`src/rtl/spi_pkg.sv`:
```
// Shared definitions for the SPI transfer scheduler and the SPI master.
// State encoding, default word width and the system clock frequency.
package spi_pkg;

  localparam int WIDTH_DEF = 13;
  localparam int CLKFREQ   = 27000000;

  typedef enum logic [2:0] {
    S_IDLE  = 3'd0,
    S_START = 3'd1,
    S_WAIT  = 3'd2,
    S_DONE  = 3'd3,
    S_GAP   = 3'd4
  } xfer_state_t;

endpackage

```
`src/rtl/spi_xfer_sched_rr_arbiter.sv`:
```
// Rotating-priority pick: the first requester after ptr wins, cyclically.
// Purely combinational; the caller registers the result.
module rr_arbiter #(
  parameter int NREQ = 4
) (
  input  logic [NREQ-1:0]         req,
  input  logic [$clog2(NREQ)-1:0] ptr,
  output logic [NREQ-1:0]         gnt,
  output logic [$clog2(NREQ)-1:0] idx,
  output logic                    any
);

  localparam int PW = $clog2(NREQ);

  int          j;
  logic [PW-1:0] jj;

  always_comb begin
    gnt = '0;
    idx = '0;
    any = 1'b0;
    j   = 0;
    jj  = '0;
    for (int i = 1; i <= NREQ; i++) begin
      j  = (int'(ptr) + i) % NREQ;
      jj = PW'(j);
      if (!any && req[jj]) begin
        any     = 1'b1;
        gnt[jj] = 1'b1;
        idx     = jj;
      end
    end
  end

endmodule

```
`src/rtl/spi_xfer_sched.sv`:
```
// Shares one SPI master between NREQ requesters: round-robin grant,
// start pulse, wait for load (or timeout), return data, idle gap.
module spi_xfer_sched
  import spi_pkg::*;
#(
  parameter int WIDTH      = WIDTH_DEF,
  parameter int NREQ       = 4,
  parameter int GAP_CYCLES = 16,
  parameter int TIMEOUT    = 65535
) (
  input  logic                  clk,
  input  logic                  rst_n,
  input  logic [NREQ-1:0]       req,
  input  logic [NREQ*WIDTH-1:0] req_dat,
  output logic [NREQ-1:0]       gnt,
  output logic [NREQ-1:0]       done,
  output logic [WIDTH-1:0]      rsp_dat,
  output logic                  err,
  output logic                  busy,
  output logic                  spi_start,
  output logic [WIDTH-1:0]      spi_mtx_dat,
  input  logic                  spi_load,
  input  logic [WIDTH-1:0]      spi_srx_dat
);

  localparam int PW = $clog2(NREQ);
  localparam int TW = $clog2(TIMEOUT + 1);
  localparam int GW = $clog2(GAP_CYCLES + 1);
  localparam logic [TW-1:0] TO_LAST = TW'(TIMEOUT - 1);

  xfer_state_t   state_q;
  xfer_state_t   state_d;
  logic [PW-1:0] ptr_q;
  logic [TW-1:0] tmo_q;
  logic [TW-1:0] tmo_inc;
  logic [GW-1:0] gap_q;

  logic [NREQ-1:0] arb_gnt;
  logic [PW-1:0]   arb_idx;
  logic            arb_any;
  logic            tmo_hit;

  rr_arbiter #(.NREQ(NREQ)) u_arb (
    .req (req),
    .ptr (ptr_q),
    .gnt (arb_gnt),
    .idx (arb_idx),
    .any (arb_any)
  );

  assign tmo_inc = tmo_q + 1'b1;
  assign tmo_hit = (tmo_inc == TO_LAST);

  always_comb begin
    state_d = state_q;
    unique case (state_q)
      S_IDLE:  if (arb_any) state_d = S_START;
      S_START: state_d = S_WAIT;
      S_WAIT:  if (spi_load || tmo_hit) state_d = S_DONE;
      S_DONE:  state_d = S_GAP;
      S_GAP:   if (gap_q == '0) state_d = S_IDLE;
      default: state_d = S_IDLE;
    endcase
  end

  // Outputs are registered from the transition being taken this edge.
  always_ff @(posedge clk or negedge rst_n) begin
    if (!rst_n) begin
      state_q     <= S_IDLE;
      ptr_q       <= PW'(NREQ - 1);
      gnt         <= '0;
      done        <= '0;
      err         <= 1'b0;
      busy        <= 1'b0;
      spi_start   <= 1'b0;
      rsp_dat     <= '0;
      spi_mtx_dat <= '0;
      tmo_q       <= '0;
      gap_q       <= '0;
    end else begin
      state_q   <= state_d;
      busy      <= (state_d != S_IDLE);
      spi_start <= (state_q == S_IDLE) && arb_any;
      done      <= '0;
      err       <= 1'b0;
      unique case (state_q)
        S_IDLE: begin
          if (arb_any) begin
            gnt         <= arb_gnt;
            ptr_q       <= arb_idx;
            spi_mtx_dat <= req_dat[arb_idx*WIDTH +: WIDTH];
          end
        end
        S_START: tmo_q <= '0;
        S_WAIT: begin
          if (spi_load) begin
            rsp_dat <= spi_srx_dat;
            done    <= gnt;
          end else if (tmo_hit) begin
            rsp_dat <= '0;
            done    <= gnt;
            err     <= 1'b1;
          end else begin
            tmo_q <= tmo_inc;
          end
        end
        S_DONE: begin
          gnt   <= '0;
          gap_q <= GW'(GAP_CYCLES - 1);
        end
        S_GAP: begin
          if (gap_q != '0) gap_q <= gap_q - 1'b1;
        end
        default: ;
      endcase
    end
  end

endmodule

```
`config.mk`:
```
export PLATFORM = sky130hd
export DESIGN_NAME = spi_xfer_sched
export DESIGN_NICKNAME = d
export VERILOG_FILES = /design/src/rtl/spi_pkg.sv /design/src/rtl/spi_xfer_sched_rr_arbiter.sv /design/src/rtl/spi_xfer_sched.sv
export SDC_FILE = /design/constraint.sdc
export NUM_CORES = 1
export LEC_CHECK = 0
export ABC_AREA = 1
export CAP_MARGIN = 20
export CORE_ASPECT_RATIO = 0.9
export CORE_MARGIN = 2
export CORE_UTILIZATION = 53
export CTS_CLUSTER_SIZE = 16
export DETAILED_ROUTE_END_ITERATION = 8
export PLACE_DENSITY_LB_ADDON = 0.08
export REMOVE_ABC_BUFFERS = 1
export SYNTH_ARGS = -nofsm -noshare
export SYNTH_HDL_FRONTEND = slang
export SYNTH_SLANG_ARGS = --single-unit
```
`constraint.sdc`:
```
create_clock -name clk -period 5.66 [get_ports clk]
set_clock_uncertainty 0.2 [all_clocks]
set_input_delay 1.415 -clock clk [delete_from_list [all_inputs] [get_ports clk]]
set_output_delay 1.415 -clock clk [all_outputs]
set_load 0.02 [all_outputs]
```
==> impl_metrics.prom <==
# TYPE chip_impl_metric gauge
chip_impl_metric{name="cts.htree.levels",unit=""} 3
chip_impl_metric{name="detailedRoute.firstPassIterationCount",unit=""} 5
chip_impl_metric{name="initial_core_util",unit="%"} 55.54
chip_impl_metric{name="power_density",unit="nW/um2"} 556.0
chip_impl_info{name="rsz_0062_raised_after_global_routing",value="no"} 1
chip_impl_metric{name="peakVddDrop",unit="mV"} 0.3650
chip_impl_metric{name="drt.antenna.violating_nets",unit=""} 0
chip_impl_metric{name="dieWidth",unit="um"} 95.46
chip_impl_metric{name="global_route.usage.total",unit="%"} 28.64
chip_impl_metric{name="viasPerCell",unit=""} 5.554
chip_impl_metric{name="ys_ff_latch",unit=""} 63
chip_impl_info{name="critPathTopFamily",value="simple AND/OR/NAND/NOR gates"} 1
chip_impl_metric{name="post_cts_resized",unit=""} 0
chip_impl_metric{name="arrival",unit="ns"} 3.77
chip_impl_metric{name="timing.final.hold_violations",unit=""} 0
chip_impl_metric{name="fin_tns_setup",unit="ns"} 0
chip_impl_metric{name="cp.depth",unit=""} 11
chip_impl_metric{name="wl_per_cell",unit="um"} 14.88
chip_impl_metric{name="rows",unit=""} 29
chip_impl_metric{name="highest_clock_rate",unit="GHz"} 0.2684
chip_impl_info{name="startpoint",value="req[1]"} 1
chip_impl_metric{name="core",unit="um2"} 7184
chip_impl_info{name="hold_path.class",value="register to register"} 1
chip_impl_info{name="critical_path.endpoint",value="spi_mtx_dat[9]"} 1
chip_impl_metric{name="worstPathMaxFanout",unit=""} 27
chip_impl_metric{name="slew_viol_final",unit=""} 0
chip_impl_metric{name="n_fill_cell",unit=""} 551
chip_impl_metric{name="placed_cell_area",unit="um2"} 5070
chip_impl_metric{name="period_share",unit="%"} 65.82
chip_impl_metric{name="ioPinCount",unit=""} 109
chip_impl_metric{name="inserted_diodes",unit=""} 0
chip_impl_info{name="cts_tree",value="yes"} 1
chip_impl_metric{name="grt_start_max_net_pins",unit=""} 64
chip_impl_metric{name="grt_pass1_wl",unit="mm"} 18.51
chip_impl_info{name="cts.root.buffer_cell",value="sky130_fd_sc_hd__clkbuf_8"} 1
chip_impl_metric{name="critical_path_buf_inv_count",unit=""} 1
chip_impl_metric{name="detailroute.via_count",unit=""} 4193
chip_impl_metric{name="area.growth.synth_to_final",unit="%"} 34.18
chip_impl_metric{name="worst_endpoint_required_time",unit="ns"} 5.70
chip_impl_metric{name="grt_pass1_vias",unit=""} 3994
chip_impl_metric{name="detailed_router_s_first_iteration_violation_count",unit=""} 357
chip_impl_metric{name="synth-seq-area-share",unit="%"} 39.57
chip_impl_info{name="destination_of_the_worst_register_to_register_timing_path",value="spi_mtx_dat[9]"} 1
chip_impl_metric{name="ff2ff_path_depth",unit=""} 13
chip_impl_metric{name="worst_setup_margin",unit="ns"} 1.934
chip_impl_metric{name="finalSetupViolations",unit=""} 0
chip_impl_metric{name="post-route-drc-count",unit=""} 0
chip_impl_metric{name="period_needed",unit="ns"} 3.726
chip_impl_metric{name="leakagePower",unit="nW"} 2.456
chip_impl_metric{name="ys.warnings.count",unit=""} 0
chip_impl_metric{name="finalWirelength",unit="mm"} 11.23
chip_impl_metric{name="max_slew_margin",unit="%"} 46.40
chip_impl_metric{name="syn-instance-count",unit=""} 555
chip_impl_metric{name="clock_path_buffers",unit=""} 2
chip_impl_metric{name="port_buffers",unit=""} 108
chip_impl_metric{name="dp.final_hpwl",unit="mm"} 7.735
chip_impl_metric{name="layout.cell_area.non_filler",unit="um2"} 5354
chip_impl_metric{name="routability_congestion",unit=""} 0.9758
chip_impl_metric{name="area_of_the_multi_input_gates",unit="um2"} 2100
chip_impl_info{name="timing.critical_path.slowest_stage_cell",value="sky130_fd_sc_hd__clkdlybuf4s50_1"} 1
chip_impl_metric{name="crit_path_max_incr_delay",unit="ns"} 0.44
chip_impl_metric{name="drive_gt1_share",unit="%"} 9.970
chip_impl_info{name="timing.critical_path.to_type",value="register"} 1
chip_impl_metric{name="worst-slew-pin-transition",unit="ns"} 0.8039
chip_impl_metric{name="cts_sinks",unit=""} 63
chip_impl_metric{name="regArea",unit="um2"} 1579
chip_impl_metric{name="fin_nets",unit=""} 740
chip_impl_info{name="crit_type",value="input pin to register"} 1
chip_impl_metric{name="placement.setup.worst_slack",unit="ns"} 1.248
chip_impl_metric{name="post_synth.cell_area_avg",unit="um2"} 7.189
chip_impl_metric{name="chipHeight",unit="um"} 86.32
chip_impl_metric{name="ff2ff_setup_slack",unit="ns"} 2.30
chip_impl_metric{name="buffers_inserted_by_post_cts_timing_repair",unit=""} 0
chip_impl_info{name="crit_chain",value="clkdlybuf4s50_1 > o211ai_1 > nand2_2 > nor2_2 > nor2_1 > nand2_2 > nand2_4 > nand2_1 > nand3_1 > nand3_1 > nand2_1"} 1
chip_impl_metric{name="grt_residual_overflow",unit=""} 0
chip_impl_metric{name="cts-hold-fix-buffers",unit=""} 0
chip_impl_metric{name="clkSlewWorstSetupHoldPaths",unit="ns"} 0.07
chip_impl_metric{name="antenna_found_initial",unit=""} 0
chip_impl_metric{name="floorplan.die_area",unit="um2"} 8240
chip_impl_metric{name="clk_latency",unit="ns"} 0.35
chip_impl_metric{name="mappedNetlistArea",unit="um2"} 3990
chip_impl_metric{name="maximum_capacitance_violations",unit=""} 0
chip_impl_metric{name="cts_inserted_buffers",unit=""} 9
chip_impl_info{name="start_kind",value="input pin"} 1
chip_impl_info{name="r2r_start",value="ptr_q[0]"} 1
chip_impl_metric{name="post_synth_num_cell_types",unit=""} 36
chip_impl_info{name="status",value="complete, no violations"} 1
==> area by class of cell <==
type	instances	share of cell area, %
clock inverters	7	2.711
flip-flops and latches	63	29.49
repair buffers	111	20.66
clock buffers	9	2.314
multi-input cells	423	39.21
well taps	93	2.173
inverters	49	3.435
==> cell families after synthesis <==
family / Yosys count / share of synthesized area [%]
AND/OR/NAND/NOR: 366 / 42.46
buffers and inverters: 69 / 7.808
flip-flops: 63 / 39.57
AO/OA/AOI/OAI: 45 / 6.491
adder cells (fa/ha/maj): 11 / 3.449
XOR/XNOR: 1 / 0.2195
==> sequential cells by signal (all words and copies together) (netlist names) <==
register     flops
tmo_q           16
rsp_dat         13
spi_mtx_dat     13
gap_q            5
done             4
gnt              4
state_q          3
ptr_q            2
busy             1
err              1
spi_start        1
==> cells in the final DEF, fill, tap and decap left out, drive strengths merged, types with 2 or more instances in the layout <==
cell type	count
dfrtp	61
o211ai	3
nand2	187
o21bai	2
a21boi	2
ha	11
clkdlybuf4s50	107
clkinv	4
nor3	8
nand3b	2
bufinv	4
buf	4
clkbuf	9
o21ai	17
dfstp	2
inv	47
o22ai	4
nand4	5
nor2	45
nand3	116
a21oi	15
==> synthesized netlist by cell type <==
master / instances / area share, %
sky130_fd_sc_hd__a21boi_0: 2 / 0.38
sky130_fd_sc_hd__a21oi_1: 15 / 1.9
sky130_fd_sc_hd__a31oi_1: 1 / 0.16
sky130_fd_sc_hd__and2_1: 1 / 0.16
sky130_fd_sc_hd__buf_12: 1 / 0.50
sky130_fd_sc_hd__buf_2: 10 / 1.3
sky130_fd_sc_hd__buf_4: 1 / 0.19
sky130_fd_sc_hd__clkbuf_1: 6 / 0.56
sky130_fd_sc_hd__clkbuf_8: 2 / 0.69
sky130_fd_sc_hd__clkinv_1: 2 / 0.19
sky130_fd_sc_hd__dfrtp_1: 61 / 38
sky130_fd_sc_hd__dfstp_2: 2 / 1.3
sky130_fd_sc_hd__ha_1: 11 / 3.4
sky130_fd_sc_hd__inv_1: 44 / 4.1
sky130_fd_sc_hd__inv_2: 3 / 0.28
sky130_fd_sc_hd__nand2_1: 162 / 15
sky130_fd_sc_hd__nand2_2: 22 / 3.4
sky130_fd_sc_hd__nand2_4: 3 / 0.85
sky130_fd_sc_hd__nand3_1: 113 / 14
sky130_fd_sc_hd__nand3_2: 3 / 0.75
sky130_fd_sc_hd__nand3b_1: 2 / 0.38
sky130_fd_sc_hd__nand4_1: 5 / 0.78
sky130_fd_sc_hd__nor2_1: 35 / 3.3
sky130_fd_sc_hd__nor2_2: 6 / 0.94
sky130_fd_sc_hd__nor2_4: 4 / 1.1
sky130_fd_sc_hd__nor3_1: 8 / 1.0
sky130_fd_sc_hd__nor4_1: 1 / 0.16
sky130_fd_sc_hd__o211ai_1: 3 / 0.56
sky130_fd_sc_hd__o21ai_0: 12 / 1.5
sky130_fd_sc_hd__o21ai_1: 3 / 0.38
sky130_fd_sc_hd__o21ai_2: 2 / 0.44
sky130_fd_sc_hd__o21bai_1: 2 / 0.38
sky130_fd_sc_hd__o22ai_1: 4 / 0.63
sky130_fd_sc_hd__o31ai_1: 1 / 0.19
sky130_fd_sc_hd__or2_2: 1 / 0.16
sky130_fd_sc_hd__xnor2_1: 1 / 0.22
==> where the power goes <==
group	internal [W]	total (W)	switching (W)
Combinational	0.000610	0.00174	0.00113
Clock	0.000338	0.000535	0.000196
Sequential	0.000599	0.000704	0.000105
Total	0.00155	0.00298	0.00143
==> per-stage QoR <==
step / power [W] / hold WS, ns / instances / utilization, %
global placement: 0.002324 / 0.2647 / 738 / 70.57
CTS: 0.002942 / 0.2838 / 754 / 74.31
global route: 0.003202 / 0.3114 / 755 / 74.52
finish: 0.002977 / 0.2812 / 755 / 74.52
detailed placement: 0.002400 / 0.2639 / 738 / 70.57
floorplan: 0.001811 / 0.2551 / 535 / -
==> metal layers <==
| layer | vias to the layer above | part of all wire [%] | track usage [%] | wire length, um |
|---|---|---|---|---|
| met5 | - | 0 | 0 | 0 |
| met4 | 0 | 1.5 | 6.364 | 163 |
| met3 | 20 | 9.0 | 9.739 | 1014 |
| met2 | 190 | 47 | 45.97 | 5229 |
| met1 | 1969 | 43 | 37.82 | 4827 |
| li1 | 2014 | - | - | - |
==> how the worst min path moves through the flow <==
stage                     cells after the start              end            start
after global routing                          2  spi_mtx_dat[11]  spi_mtx_dat[11]
after global placement                        2   spi_mtx_dat[3]   spi_mtx_dat[3]
after CTS                                     2   spi_mtx_dat[6]   spi_mtx_dat[6]
after detailed placement                      2  spi_mtx_dat[11]  spi_mtx_dat[11]
after floorplan                               2        tmo_q[15]        tmo_q[15]
final                                         2   spi_mtx_dat[6]   spi_mtx_dat[6]
==> tightest hold or removal path: cells and delay by family (launching register included) <==
kind	cells	cell delay, ns
and+or+nand+nor	2	0.10
DFF	1	0.35
No activity file was read; power rests on OpenSTA's default activity.
==> patch 1 (same settings) <==
Put one more register stage on the output `err`, cleared by the reset. The value now appears one clock later. The other outputs are not delayed to match.
--- a/src/rtl/spi_xfer_sched.sv
+++ b/src/rtl/spi_xfer_sched.sv
@@ -27,6 +27,8 @@
   localparam int TW = $clog2(TIMEOUT + 1);
   localparam int GW = $clog2(GAP_CYCLES + 1);
   localparam logic [TW-1:0] TO_LAST = TW'(TIMEOUT - 1);
+
+  logic err_s0;
 
   xfer_state_t   state_q;
   xfer_state_t   state_d;
@@ -70,7 +72,7 @@
       ptr_q       <= PW'(NREQ - 1);
       gnt         <= '0;
       done        <= '0;
-      err         <= 1'b0;
+      err_s0      <= 1'b0;
       busy        <= 1'b0;
       spi_start   <= 1'b0;
       rsp_dat     <= '0;
@@ -82,7 +84,7 @@
       busy      <= (state_d != S_IDLE);
       spi_start <= (state_q == S_IDLE) && arb_any;
       done      <= '0;
-      err       <= 1'b0;
+      err_s0    <= 1'b0;
       unique case (state_q)
         S_IDLE: begin
           if (arb_any) begin
@@ -99,7 +101,7 @@
           end else if (tmo_hit) begin
             rsp_dat <= '0;
             done    <= gnt;
-            err     <= 1'b1;
+            err_s0  <= 1'b1;
           end else begin
             tmo_q <= tmo_inc;
           end
@@ -116,5 +118,13 @@
     end
   end
 
+  always_ff @(posedge clk or negedge rst_n) begin
+    if (!rst_n) begin
+      err <= '0;
+    end else begin
+      err <= err_s0;
+    end
+  end
+
 endmodule
 
Function: no difference found for any inputs over 4 cycles, from zero or initial values and one cycle with rst_n low; that may be too few to reach the edited logic, so the function may still have changed.
==> patch 1 against the unedited design <==
  * Utilization down 2.9 points
  * Via count down 1.6%
  * Power fell by 4.2%
  * Die area grew 0.59%
  * Design area is 0.63% lower
  * Wire length down 4.0%
  * Combinational power shrank 2%
  * Area after synthesis grew 0.63%
  * Sequential cell count grew 1
  * Count of clock-buffer cells in the layout up 2
  * Sequential share of layout area increased by 0.66 points
  * Setup slack got worse by 310 ps
  * Clock power decreased by 17%
  * Critical endpoint is now spi_mtx_dat[8]
  * Largest cell class unchanged
  * Largest power group unchanged
==> patch 1: results (changes against the unedited design) <==
metric,value,unit,change
outcome,"finished, final reports clean",,
Relative slew margins,30.2,%,-16 points
met2 Use GR,43.1,%,-2.9 points
Total Routed Length,10800,um,-4.0%
post-synthesis cell count,556,,+0.18%
number of global-route vias before repair,3971,,-0.58%
register share of the cell area,30.2,%,+0.66 points
# clk buffers,11,,+2
DR iter-0 viols,245,,-31%
dpl ws,1320,ps,+72.5 ps
Non-clock buffers,110,,-0.90%
Hold Startpoint,err_s0,,
static leakage,2.44,nW,-0.72%
"Cell Area, Placed",5100,um^2,+0.57%
GP Congestion,0.886,,-9.2%
GR met3 Demand/Resource,8.61,%,-1.1 points
total power,2.85,mW,-4.2%
synth cell count leaders,"162 x nand2_1, 113 x nand3_1, 62 x dfrtp_1",,
Area growth syn-to-layout,32.5,%,
CP Launch Point,req[0],,
share of post-route cells with drive strength above 1,9.67,%,-0.30 points
Crit path max-delay family,compound AO/OA/AOI/OAI gates,,
met1 usage,36.3,%,-1.5 points
non-clk buf share,20.5,%,-0.15 points
P_seq,0.709,mW,+0.7%
clock group share of total power,15.6,%,-2.4 points
vias per cell,5.44,,-2.0%
hpwl dp,7750,um,+0.26%
==> patch 1: changes by cell type after synthesis, sizes merged <==
cell,change
dfrtp,+1
==> patch 1: cells by family (layout without fill, tap and decap cells) <==
logic type	count (synthesis)	count (layout)	share of synthesized area, %
AND/OR/NAND/NOR	366	366	42.2
buffers and inverters	69	175	7.76
flip-flops	64	64	40.0
AO/OA/AOI/OAI	45	45	6.45
adder cells (fa/ha/maj)	11	11	3.43
XOR/XNOR	1	1	0.218
==> patch 1: worst paths after layout <==
check	endpoint	slack, ps	cells after the start
max in group asynchronous	tmo_q[2]	3690	2
min in group asynchronous	gnt[0]	1020	2
hold reg to reg	err	180	0
setup reg to reg	spi_mtx_dat[8]	2050	12
hold / removal	err	180	0
setup / recovery	spi_mtx_dat[8]	1620	12
==> patch 1: routing by layer <==
metal | wire [um] | up-vias | share of wire (%)
met5 | 0 | - | 0
met4 | 221 | 0 | 2.0
met3 | 936 | 30 | 8.7
met2 | 5020 | 182 | 47
met1 | 4610 | 1894 | 43
li1 | - | 2021 | -
==> patch 2 (same settings) <==
Made on the original files. The parameter `GAP_CYCLES` goes from 16 to 32.
--- a/src/rtl/spi_xfer_sched.sv
+++ b/src/rtl/spi_xfer_sched.sv
@@ -5,7 +5,7 @@
 #(
   parameter int WIDTH      = WIDTH_DEF,
   parameter int NREQ       = 4,
-  parameter int GAP_CYCLES = 16,
+  parameter int GAP_CYCLES = 32,
   parameter int TIMEOUT    = 65535
 ) (
   input  logic                  clk,
Behaviour: no difference found for any inputs over 4 cycles, from zero or initial values and one cycle with rst_n low; that may be too few to reach the edited logic, so the function may still have changed.
==> patch 2 against the unedited design <==
  * Area after synthesis hardly changed
  * First-iteration DRC count is 25% lower
  * Wire length is 4.2% lower
  * Utilization is 0.92 points lower
  * Setup slack worse by 120 ps
  * Worst hold slack better by 8.9 ps
  * Non-clock buffer count is 1 higher
  * Power is 7.3% lower
  * Via count is 0.67% lower
  * Design area is 1.2% lower
  * Sequential cell count is 1 higher
  * Final cell count is 1.6% higher
==> patch 2: results (changes against the unedited design) <==
metric,value,unit,change
mean routed wirelength per cell,14.0,um,-5.7%
Filler cells,581,,+5.4%
DR iter-0 viols,266,,-25%
number of global-route vias before repair,3921,,-1.8%
share of post-route cells with drive strength above 1,5.64,%,-4.3 points
vias per cell,5.43,,-2.2%
Hold Startpoint,spi_mtx_dat[9],,
first-pass GRT wire length,17700,um,-4.5%
Final #Nets,753,,+1.8%
Critical Path AT,3870,ps,+100 ps
hpwl dp,7720,um,-0.24%
all-layer global routing usage,27.3,%,-1.3 points
post-synthesis cell count,567,,+2.2%
Total Routed Length,10800,um,-4.2%
largest net degree at the start of global routing,65,,+1.6%
"Seq/Total Area, Yosys",40.2,%,+0.67 points
Synth area leaders,"dfrtp_1 39%, nand2_1 18%, nand3_1 14%, inv_1 4.7%, nor2_1 4.0%",,
Max VDD drop,0.000308,V,-16%
post-synth cell types,31,,-14%
static leakage,2.49,nW,+1.5%
GP Congestion,0.913,,-6.4%
CTS Buf Count,9,,unchanged
Hold Crit Endpoint,spi_mtx_dat[9],,
Relative slew margins,47.4,%,+1.0 points
synth cell count leaders,"192 x nand2_1, 113 x nand3_1, 62 x dfrtp_1",,
outcome,"finished, final reports clean",,
patch 2: per-stage QoR:
| stage | util [%] | worst slack (ps) | total power [mW] | area, um^2 | hold WS [ps] |
|---|---|---|---|---|---|
| 3_3_place_gp | 71.0 | 1650 | 2.29 | 5100 | 265 |
| 5_1_grt | 73.6 | 1570 | 2.98 | 5290 | 308 |
| 2_1_floorplan | - | 2300 | 1.77 | 3880 | 257 |
| 6_report | 73.6 | 1820 | 2.76 | 5290 | 290 |
| 3_5_place_dp | 71.0 | 1520 | 2.35 | 5100 | 272 |
| 4_1_cts | 73.6 | 1890 | 2.75 | 5290 | 292 |
patch 2: cell families after synthesis:
logic type / Yosys count / synth area share, %
simple gates: 379 / 42.6
buf+inv: 72 / 7.69
flops: 64 / 40.2
compound gates: 38 / 5.15
fa+ha+maj: 11 / 3.45
xor+xnor: 3 / 0.848
patch 2: cell type report:
class,count,share of cell area (%)
clock buffers,12,2.74
clock inverters,3,0.805
inverters,52,3.74
multi-input cells,431,39.3
flip-flops and latches,64,30.3
well taps,93,2.20
repair buffers,112,20.9
patch 2: how the worst max path moves through the flow:
stage / endpoint / cells after the start / startpoint
finish: spi_mtx_dat[3] / 13 / req[2]
global route: spi_mtx_dat[3] / 13 / req[0]
CTS: spi_mtx_dat[3] / 12 / req[3]
detailed placement: spi_mtx_dat[3] / 12 / req[3]
global placement: spi_mtx_dat[0] / 13 / req[0]
floorplan: spi_mtx_dat[0] / 10 / req[1]
patch 2: per-layer routing:
layer / vias to the layer above / track usage [%] / wire (um)
met5: - / 0 / 0
met4: 0 / 8.96 / 199
met3: 19 / 8.70 / 896
met2: 182 / 43.5 / 5070
met1: 1917 / 35.6 / 4600
li1: 2047 / - / -
patch 2: worst register-to-register path: cells and delay by family (launching register included):
family	cells	cell delay, ps
and+or+nand+nor	9	1720
buffers and inverters	3	360
DFF	1	700
adders and majority gates	1	350
patch 2: power by group:
group	total (mW)	internal (mW)	switching, mW
combinational	1.64	0.584	1.06
sequential	0.724	0.613	0.111
clock	0.390	0.213	0.178
total	2.76	1.41	1.35
